$ cat config.mk
export PLATFORM = sky130hd
export DESIGN_NAME = display_scan_ctrl
export DESIGN_NICKNAME = d
export VERILOG_FILES = /design/src/rtl/display_pkg.sv /design/src/rtl/SevenSeg.sv /design/src/rtl/display_scan_ctrl.sv
export SDC_FILE = /design/constraint.sdc
export NUM_CORES = 1
export LEC_CHECK = 0
export CELL_PAD_IN_SITES_DETAIL_PLACEMENT = 0
export CELL_PAD_IN_SITES_GLOBAL_PLACEMENT = 2
export CORE_MARGIN = 5
export CORE_UTILIZATION = 36
export CTS_BUF_LIST = sky130_fd_sc_hd__clkbuf_8
export CTS_CLUSTER_SIZE = 25
export DETAILED_ROUTE_END_ITERATION = 10
export HOLD_SLACK_MARGIN = 0.15
export PLACE_DENSITY = 0.82
export SLEW_MARGIN = 15
export SYNTH_ARGS = -nofsm -noshare
export SYNTH_HDL_FRONTEND = slang
export SYNTH_HIERARCHICAL = 1
export SYNTH_SLANG_ARGS = --single-unit
$ cat constraint.sdc
create_clock -name clk -period 3.1 [get_ports clk]
set_input_delay 0.62 -clock clk [delete_from_list [all_inputs] [get_ports clk]]
set_output_delay 0.62 -clock clk [all_outputs]
set_load 0.1 [all_outputs]
$ cat src/rtl/display_pkg.sv
// Shared types and constants for the seven-segment scan controller.
// Latency: n/a (declarations only).
// Backpressure: n/a.
package display_pkg;

  // Per-slot phase: dark dead-time first, then the digit is driven.
  typedef enum logic {
    BLANK = 1'b0,
    SHOW  = 1'b1
  } scan_state_t;

  // Active-low segment pattern with every segment dark.
  localparam logic [6:0] SEG_OFF = 7'h7F;

  // Per-bit anode level meaning "digit not selected" (anodes are active-low).
  localparam logic AN_OFF = 1'b1;

endpackage

$ cat src/rtl/SevenSeg.sv
// Hex nibble to seven-segment decoder, segments {a,b,c,d,e,f,g}, active-high.
// Latency: combinational.
// Backpressure: none.
module SevenSeg (
  input  logic [3:0] nibble_i,
  output logic [6:0] seg_o
);

  // Standard hex glyphs; lower-case b and d keep them distinct from 8 and 0.
  always_comb begin
    seg_o = 7'h00;
    case (nibble_i)
      4'h0: seg_o = 7'h7E;
      4'h1: seg_o = 7'h30;
      4'h2: seg_o = 7'h6D;
      4'h3: seg_o = 7'h79;
      4'h4: seg_o = 7'h33;
      4'h5: seg_o = 7'h5B;
      4'h6: seg_o = 7'h5F;
      4'h7: seg_o = 7'h70;
      4'h8: seg_o = 7'h7F;
      4'h9: seg_o = 7'h7B;
      4'hA: seg_o = 7'h77;
      4'hB: seg_o = 7'h1F;
      4'hC: seg_o = 7'h4E;
      4'hD: seg_o = 7'h3D;
      4'hE: seg_o = 7'h4F;
      4'hF: seg_o = 7'h47;
      default: seg_o = 7'h00;
    endcase
  end

endmodule

$ cat src/rtl/display_scan_ctrl.sv
// Time-multiplexed scan of N_DIGITS common-anode digits through one shared decoder.
// Latency: outputs registered, one cycle behind cnt/idx; loads applied at next frame boundary.
// Backpressure: none; a later load overwrites pending data (last write wins).
module display_scan_ctrl
  import display_pkg::*;
#(
  parameter int N_DIGITS     = 8,
  parameter int REFRESH_DIV  = 100000,
  parameter int BLANK_CYCLES = 1000
) (
  input  logic                    clk,
  input  logic                    reset,
  input  logic                    load,
  input  logic [4*N_DIGITS-1:0]   value_in,
  input  logic [N_DIGITS-1:0]     dp_in,
  input  logic [N_DIGITS-1:0]     digit_en,
  input  logic                    lz_en,
  output logic [N_DIGITS-1:0]     anodes,
  output logic [6:0]              segments,
  output logic                    dp,
  output logic                    frame_done,
  output logic                    pending
);

  localparam int CNT_W = $clog2(REFRESH_DIV);
  localparam int IDX_W = $clog2(N_DIGITS);
  localparam logic [CNT_W-1:0] CNT_LAST = CNT_W'(REFRESH_DIV - 1);
  localparam logic [IDX_W-1:0] IDX_LAST = IDX_W'(N_DIGITS - 1);
  localparam logic [31:0]      BLANK_U  = 32'(BLANK_CYCLES);
  // With no dead-time every slot starts directly in SHOW.
  localparam scan_state_t SLOT_START = (BLANK_CYCLES == 0) ? SHOW : BLANK;

  // Pending (staged) display set.
  logic [4*N_DIGITS-1:0] pend_val_q, pend_val_d;
  logic [N_DIGITS-1:0]   pend_dp_q,  pend_dp_d;
  logic [N_DIGITS-1:0]   pend_en_q,  pend_en_d;
  logic                  pend_lz_q,  pend_lz_d;
  logic                  pending_q,  pending_d;

  // Active (displayed) set.
  logic [4*N_DIGITS-1:0] act_val_q, act_val_d;
  logic [N_DIGITS-1:0]   act_dp_q,  act_dp_d;
  logic [N_DIGITS-1:0]   act_en_q,  act_en_d;
  logic                  act_lz_q,  act_lz_d;

  // Scan position.
  logic [CNT_W-1:0] cnt_q, cnt_d;
  logic [IDX_W-1:0] idx_q, idx_d;
  scan_state_t      state_q, state_d;

  // Registered pin drivers.
  logic [N_DIGITS-1:0] an_q, an_d;
  logic [6:0]          seg_q, seg_d;
  logic                dp_q, dp_d;
  logic                fd_q;

  logic                slot_end;
  logic                boundary;
  logic [3:0]          cur_nibble;
  logic [6:0]          seg_hi;
  logic [N_DIGITS-1:0] lz_sup;
  logic                zero_above;
  logic                digit_dark;

  assign slot_end = (cnt_q == CNT_LAST);
  assign boundary = slot_end && (idx_q == IDX_LAST);

  // Slot counter and digit index advance; index wraps at the last digit.
  always_comb begin
    cnt_d = cnt_q + 1'b1;
    idx_d = idx_q;
    if (slot_end) begin
      cnt_d = '0;
      idx_d = (idx_q == IDX_LAST) ? '0 : idx_q + 1'b1;
    end
  end

  // Slot phase FSM: dead-time for the first BLANK_CYCLES, then drive the digit.
  always_comb begin
    state_d = state_q;
    case (state_q)
      BLANK: begin
        if (slot_end) begin
          state_d = SLOT_START;
        end else if ((32'(cnt_q) + 32'd1) >= BLANK_U) begin
          state_d = SHOW;
        end
      end
      SHOW: begin
        if (slot_end) begin
          state_d = SLOT_START;
        end
      end
      default: state_d = SLOT_START;
    endcase
  end

  // Staging: the boundary copy sees the pre-load pending set, so a load on the
  // boundary cycle is kept for the following frame.
  always_comb begin
    pend_val_d = pend_val_q;
    pend_dp_d  = pend_dp_q;
    pend_en_d  = pend_en_q;
    pend_lz_d  = pend_lz_q;
    pending_d  = pending_q;
    act_val_d  = act_val_q;
    act_dp_d   = act_dp_q;
    act_en_d   = act_en_q;
    act_lz_d   = act_lz_q;
    if (boundary && pending_q) begin
      act_val_d = pend_val_q;
      act_dp_d  = pend_dp_q;
      act_en_d  = pend_en_q;
      act_lz_d  = pend_lz_q;
      pending_d = 1'b0;
    end
    if (load) begin
      pend_val_d = value_in;
      pend_dp_d  = dp_in;
      pend_en_d  = digit_en;
      pend_lz_d  = lz_en;
      pending_d  = 1'b1;
    end
  end

  // Leading-zero mask: digit i is suppressed when it and every digit above it are zero.
  always_comb begin
    zero_above = 1'b1;
    lz_sup     = '0;
    for (int i = N_DIGITS - 1; i >= 0; i--) begin
      zero_above = zero_above & (act_val_q[4*i +: 4] == 4'h0);
      if (i != 0) begin
        lz_sup[i] = act_lz_q & zero_above;
      end
    end
  end

  assign cur_nibble = act_val_q[{idx_q, 2'b00} +: 4];
  assign digit_dark = ~act_en_q[idx_q] | lz_sup[idx_q];

  SevenSeg u_seven_seg (
    .nibble_i (cur_nibble),
    .seg_o    (seg_hi)
  );

  // Pin values for the current position; a dark digit keeps its anode selected.
  always_comb begin
    an_d  = {N_DIGITS{AN_OFF}};
    seg_d = SEG_OFF;
    dp_d  = 1'b1;
    if (state_q == SHOW) begin
      an_d[idx_q] = ~AN_OFF;
      if (!digit_dark) begin
        seg_d = ~seg_hi;
        dp_d  = ~act_dp_q[idx_q];
      end
    end
  end

  // Data registers; reset discards anything staged.
  always_ff @(posedge clk) begin
    if (reset) begin
      pend_val_q <= '0;
      pend_dp_q  <= '0;
      pend_en_q  <= '0;
      pend_lz_q  <= 1'b0;
      pending_q  <= 1'b0;
      act_val_q  <= '0;
      act_dp_q   <= '0;
      act_en_q   <= '0;
      act_lz_q   <= 1'b0;
    end else begin
      pend_val_q <= pend_val_d;
      pend_dp_q  <= pend_dp_d;
      pend_en_q  <= pend_en_d;
      pend_lz_q  <= pend_lz_d;
      pending_q  <= pending_d;
      act_val_q  <= act_val_d;
      act_dp_q   <= act_dp_d;
      act_en_q   <= act_en_d;
      act_lz_q   <= act_lz_d;
    end
  end

  // Scan position and FSM state register; reset restarts at digit 0, cycle 0.
  always_ff @(posedge clk) begin
    if (reset) begin
      cnt_q   <= '0;
      idx_q   <= '0;
      state_q <= SLOT_START;
    end else begin
      cnt_q   <= cnt_d;
      idx_q   <= idx_d;
      state_q <= state_d;
    end
  end

  // Output register stage so all pins change on the same edge.
  always_ff @(posedge clk) begin
    if (reset) begin
      an_q  <= {N_DIGITS{AN_OFF}};
      seg_q <= SEG_OFF;
      dp_q  <= 1'b1;
      fd_q  <= 1'b0;
    end else begin
      an_q  <= an_d;
      seg_q <= seg_d;
      dp_q  <= dp_d;
      fd_q  <= boundary;
    end
  end

  assign anodes     = an_q;
  assign segments   = seg_q;
  assign dp         = dp_q;
  assign frame_done = fd_q;
  assign pending    = pending_q;

endmodule

==> results.md, run 1 <==
- result of the run: complete, no violations
- dominant cells by area after synthesis: dfxtp_1 47%, mux2i_1 8.8%, nand2_1 7.4%
- launch point of the critical path: idx_q[0]
- path class of the lowest-slack min-delay path: reg -> reg
- aggregate routed wire length: 13500 um
- area growth from synthesis to layout: 21.2%
- root buffer cell: clkbuf_8
- die footprint: 18800 um^2
- number of pins with negative max-slew slack in the final report: 0
- mean instance size in the synthesized netlist: 9.18 um^2
- slew at the pin with the worst max-slew slack: 0.768 ns
- number of levels the H-tree was split into: 4
- number of synthesized flops with an enable pin: 0
- layout net count: 749
- count of routing violations after the opening detailed-route iteration: 318
- worst-case clock skew: 0.0119 ns
- CP endpoint: segments[1]
- y dimension of the die: 137 um
- Via density: 4.92
- standard cell core area: 15900 um^2
- number of buffers on the longest clock path: 2
- worst endpoint required time: 3.39 ns
- pwr dens: 508 nW/um^2
- GRT overflow: 0
- vias in the first global route: 4516
- crit end category: register
- later-pin clock latency in the skew report: 0.44 ns
- final weighted congestion of routability-driven global placement: 0.878
- total clock buffers created by CTS: 17
- post-route non-filler standard cell count: 915
- signal arrival time at the worst endpoint: 2.77 ns
- slew margin rel.: 48.8%
- top post-synthesis cells by count: 137 x dfxtp_1, 115 x nand2_1, 79 x nor2_1
- largest area contributor in the synthesized netlist: dfxtp_1
- total via count after detailed routing: 4500
- number of instances in the placed design: 883
- Sink Count: 137
- Post-DRT Antenna Nets: 0
- maximum fanout along the worst path: 20
- sum of net half-perimeters after detailed placement: 9500 um
- total design power: 3.58 mW
- Initial Util: 36.6%
- setup tns final: 0 ns
- #FFs+latches synth: 137
- antenna diode count: 0
- RR Startpoint: idx_q[0]
- Resized cells post-CTS: 0
- post-route minimum period: 2.49 ns
- number of standard-cell rows in the floorplan: 46
- Hold Slack: 0.455 ns
- chip width: 137 um
- max-capacitance violation count: 0
- setup repair bufs after CTS: 0
- number of hold violations in the final report: 0
- Static Leakage: 2.60 nW
- hold buffer count at CTS: 0
- Detailed Routing Iterations Pass 1: 4
- number of unique standard cell types used by synthesis: 52
- Boundary Pins: 70
- worst-case reg-to-reg path depth: 6
- main flop type after synthesis: dfxtp_1
- FF-to-FF setup slack: 0.61 ns
- Port Buffer Count: 69
- clock-pin slew of the registers on the worst-case setup and hold paths: 0.08 ns
- Cells after Synth: 633
- largest net degree at the start of global routing: 63
- CTS tree: yes
- kind of critical path: reg -> reg
- synthesis warning total: 6
- highest ir drop seen on vdd: 0.242 mV
- post-route DRC violation count: 0
- post-synth design cell area: 5810 um^2
- RSZ-0062 raised after global routing: false
- share of the yosys chip area belonging to registers: 47.2%
- Fmax: 402 MHz
- endpoint of the lowest-slack register-to-register path: segments[1]
- crit share post-route: 80.2%
- antenna violations before repair: 0
- GR Util All Layers: 15.1%
- number of nets in the synthesized netlist: 696
- kind of launch point of the worst setup path: register
- first-pass GRT wire length: 22500 um
- proportion of netlist area held by the largest area contributor: 47.2%
- fraction of final layout cells sized beyond drive strength 1: 12.3%
- most instantiated library cell after synthesis: dfxtp_1
- Final setup violation count: 0
- Util after Layout: 44.3%
- average wire per cell in the routed design: 14.8 um
- post-synthesis async set-or-reset flop share: 0%
cell usage in the layout (no fill, tap or decap), types with 4 or more instances in the layout:
cell type and count:
dfxtp_1 137, nand2_1 115, nor2_1 79, a21oi_1 58
mux2i_1 51, clkdlybuf4s50_1 49, buf_4 27, nand3_1 19
clkbuf_8 18, mux4_2 12, inv_1 11, ha_1 11
xnor2_1 10, mux2_2 8, nor4_1 8, nand4_1 7
nor3_1 7, nor2b_1 6, xor2_1 6, clkinv_2 6
nand2b_1 4, bufinv_16 4
sequential cells by signal, summed over array words and instances (netlist names):
name / cells
segments: 7
anodes: 8
act_dp_q: 8
pending: 1
pend_en_q: 8
dp: 1
act_en_q: 8
pend_dp_q: 8
frame_done: 1
pend_lz_q: 1
act_val_q: 32
act_lz_q: 1
state_q: 1
idx_q: 3
pend_val_q: 32
cnt_q: 17
critical path: stages, from the launching register on:
cell and delay [ns]:
dfxtp_1 0.47, buf_4 0.32, mux4_2 0.54, mux2_2 0.41, mux2_4 0.33, a21oi_1 0.17
nand3_1 0.10
power by group:
part	switching, mW	total, mW	internal (mW)
Sequential	0.0265	1.83	1.80
Combinational	0.0825	0.184	0.102
Clock	0.679	1.57	0.890
Total	0.788	3.58	2.79
per-stage QoR:
step	area, um^2	setup WS [ns]
after floorplan	5810	0.425
after global placement	6620	0.723
after detailed placement	6620	0.639
after CTS	7040	0.620
after global routing	7040	0.447
final	7040	0.613
routing by layer:
layer  vias to the layer above  GRT usage, %  part of all wire [%]
met5                         -             0                     0
met4                         0          3.88                  0.91
met3                         8          4.30                   5.3
met2                        89          24.0                    46
met1                      2127          20.2                    48
li1                       2276             -                     -
worst min path at each step:
stage,start,endpoint,cells after the start
5_1_grt,pend_en_q[7],act_en_q[7],2
3_5_place_dp,act_en_q[1],act_en_q[1],2
3_3_place_gp,act_en_q[4],act_en_q[4],2
2_1_floorplan,act_dp_q[4],act_dp_q[4],2
6_report,act_en_q[1],act_en_q[1],2
4_1_cts,act_en_q[1],act_en_q[1],2
cell families after synthesis:
family                     after synthesis  share of synthesized area [%]
DFF                                    137                           47.2
AOI/OAI and AO/OA                       74                           7.19
buffers and inverters                   55                           4.13
and+or+nand+nor                        267                           21.0
xor gates and xnor gates                16                           2.41
adders and majority gates               11                           2.37
muxes                                   73                           15.7
cell type report:
class                   instances  area, um^2
clock buffers                  18         248
clock inverters                14         179
fillers                      1567        8840
inverters                      10        37.5
multi-input cells             441        2830
flip-flops and latches        137        2740
well taps                     216         270
repair buffers                 79         738
No activity file was read; power rests on OpenSTA's default activity.
==> run 2, diff against run 1 <==
CORE_UTILIZATION = 32   (was 36)
PLACE_DENSITY = 0.77   (was 0.82)
clock period = 2.1 ns   (was 3.1 ns; I/O delays follow)
==> run 2 against run 1 <==
  * Critical path depth is the same
  * Global-route usage shrank 0.85 points
  * Die area grew 12%
  * Core utilization shrank 2.7 points
  * Cell count grew 4.6%
  * Design area grew 5.9%
  * First-iteration DRC count shrank 30%
  * Sequential cell count is the same
  * Routed wire length grew 5.7%
  * Sequential power grew 48%
==> results.md, run 2 (synthesized netlist as in run 1, its figures left out) <==
- die footprint: 21000 um^2, +12%
- Sink Count: 137, unchanged
- Fmax: 476 MHz, +18%
- Static Leakage: 2.76 nW, +6.3%
- DP Area: 6850 um^2, +3.5%
- Top Family by Delay on Critical Path: multiplexers
- post-route DRC violation count: 0, unchanged
- total via count after detailed routing: 4601, +2.2%
- setup tns final: 0 ns, unchanged
- final weighted congestion of routability-driven global placement: 0.841, -4.2%
- area growth from synthesis to layout: 28.4%
- signal arrival time at the worst endpoint: 2.48 ns, -0.29 ns
- number of hold violations in the final report: 0, unchanged
- Detailed Routing Iterations Pass 1: 4, unchanged
- number of standard-cell rows in the floorplan: 49, +6.5%
- worst endpoint required time: 2.48 ns, -0.91 ns
- Boundary Pins: 70, unchanged
- number of pins with negative max-slew slack in the final report: 0, unchanged
- y dimension of the die: 145 um, +5.6%
- highest ir drop seen on vdd: 0.423 mV, +75%
- critical path's slowest cell: mux4_2
- crit end category: register
- Critical Path Max Stage Delay: 0.49 ns, -0.05 ns
- slew at the pin with the worst max-slew slack: 0.593 ns, -0.174 ns
- Initial Util: 32.5%, -4.1 points
- RR Startpoint: idx_q[0]
- GR Util All Layers: 14.2%, -0.85 points
- post-route non-filler standard cell count: 957, +4.6%
- Switching Power: 1.24 mW, +57%
- largest net degree at the start of global routing: 51, -19%
- Port Buffer Count: 69, unchanged
- Clock power frac: 45.1%, +1.3 points
- number of levels the H-tree was split into: 4, unchanged
- total design power: 5.42 mW, +51%
- Util after Layout: 41.7%, -2.7 points
- RSZ-0062 raised after global routing: true
- count of routing violations after the opening detailed-route iteration: 223, -30%
- kind of critical path: reg -> reg
- later-pin clock latency in the skew report: 0.45 ns, about the same
- worst-case reg-to-reg path depth: 6, unchanged
- most frequent cells in the layout: 133 x dfxtp_1, 115 x nand2_1, 79 x nor2_1
- number of instances in the placed design: 920, +4.2%
- share of power burned in registers: 49.7%, -1.3 points
- maximum fanout along the worst path: 5, -75%
- clock-pin slew of the registers on the worst-case setup and hold paths: 0.08 ns, about the same
- FF-to-FF setup slack: 0.001 ns, -0.61 ns
- chip width: 145 um, +5.6%
- registers with the most flip-flops: act_val_q x32, pend_val_q x32, cnt_q x17
- layout net count: 778, +3.9%
- fraction of final layout cells sized beyond drive strength 1: 19.4%, +7.1 points
- sw frac: 22.9%, +0.84 points
- hold buffer count at CTS: 0, unchanged
- final instance area: 7460 um^2, +5.9%
- critical-path cell list: mux4_2 -> mux2_4 -> inv_6 -> ha_4 -> mux4_2 -> nand3_2
- pwr dens: 727 nW/um^2, +43%
- Final setup violation count: 0, unchanged
- antenna violations before repair: 0, unchanged
- kind of launch point of the worst setup path: register
- sum of net half-perimeters after detailed placement: 10100 um, +5.8%
- path class of the lowest-slack min-delay path: in -> reg
- endpoint of the lowest-slack register-to-register path: segments[3]
- result of the run: complete, no violations
- post-route minimum period: 2.10 ns, -0.388 ns
- number of buffers on the longest clock path: 2, unchanged
- GRT overflow: 0, unchanged
- Via density: 4.81, -2.2%
- filler cell count: 1809, +15%
- antenna diode count: 0, unchanged
- portion of total power attributed to combinational logic: 5.2%, about the same
- aggregate routed wire length: 14300 um, +5.7%
- average wire per cell in the routed design: 14.9 um, +1.0%
- beginning of the worst hold path: reset
- root buffer cell: clkbuf_8
- slew margin rel.: 60.2%, +11 points
- worst setup slack before clock tree synthesis: -0.0848 ns, -0.724 ns
- Worst path most repeated cell: mux4_2
- total clock buffers created by CTS: 17, unchanged
- internal power consumption: 4.18 mW, +50%
- max-capacitance violation count: 0, unchanged
- Endpoint, Worst Hold: act_val_q[26]
- Hold Slack: 0.236 ns, -0.218 ns
- first-pass GRT wire length: 23400 um, +3.6%
- most common cell after layout, fill and taps aside: dfxtp_1
- standard cell core area: 17900 um^2, +13%
- crit share post-route: 99.9%, +20 points
- CTS tree: yes
- fin worst setup slack: 0.00115 ns, -0.612 ns
- buffering stage count on the worst path with inverters included: 1, unchanged
- vias in the first global route: 4529, +0.29%
- worst-case clock skew: 0.00795 ns, -0.00390 ns
- worst hold path stage count: 2, unchanged
- Post-DRT Antenna Nets: 0, unchanged
-- run 2: routing by layer --
layer	up-vias	track usage [%]	routed length, um
li1	2338	-	-
met1	2183	19.6	7100
met2	65	21.8	6400
met3	15	3.52	571
met4	0	4.86	219
met5	-	0	0
-- run 2: power groups by stage --
stage	clock (mW)	combinational, mW	sequential, mW
final	2.44	0.281	2.70
after global routing	2.64	0.311	2.71
after CTS	2.51	0.284	2.69
after detailed placement	0	0.283	2.76
after global placement	0	0.278	2.76
after floorplan	0	0.143	2.75
-- run 2: how the worst max path moves through the flow --
stage | from | end | slack [ns] | cells after the start
after CTS | idx_q[0] | segments[1] | 0.006 | 6
after detailed placement | idx_q[1] | segments[1] | -0.08 | 6
final | idx_q[0] | segments[3] | 0.001 | 6
after global routing | idx_q[1] | segments[3] | -0.06 | 6
after global placement | idx_q[1] | segments[1] | -0.03 | 6
after floorplan | idx_q[0] | segments[3] | -0.06 | 7
-- run 2: what timing repair did --
| item | CTS | global route |
|---|---|---|
| setup buffers | 2 | 2 |
| setup endpoints to repair | 4 | 58 |
| gates resized for setup | 4 | 20 |
| cloned | 0 | 1 |
-- run 2: layout make-up --
cell class              count  area (um^2)  share of cell area (%)
flip-flops and latches    137         2750                    36.9
repair buffers            108          986                    13.2
well taps                 229          287                    3.84
clock buffers              19          262                    3.50
clock inverters            13          190                    2.55
inverters                  10         45.0                   0.604
multi-input cells         441         2940                    39.4
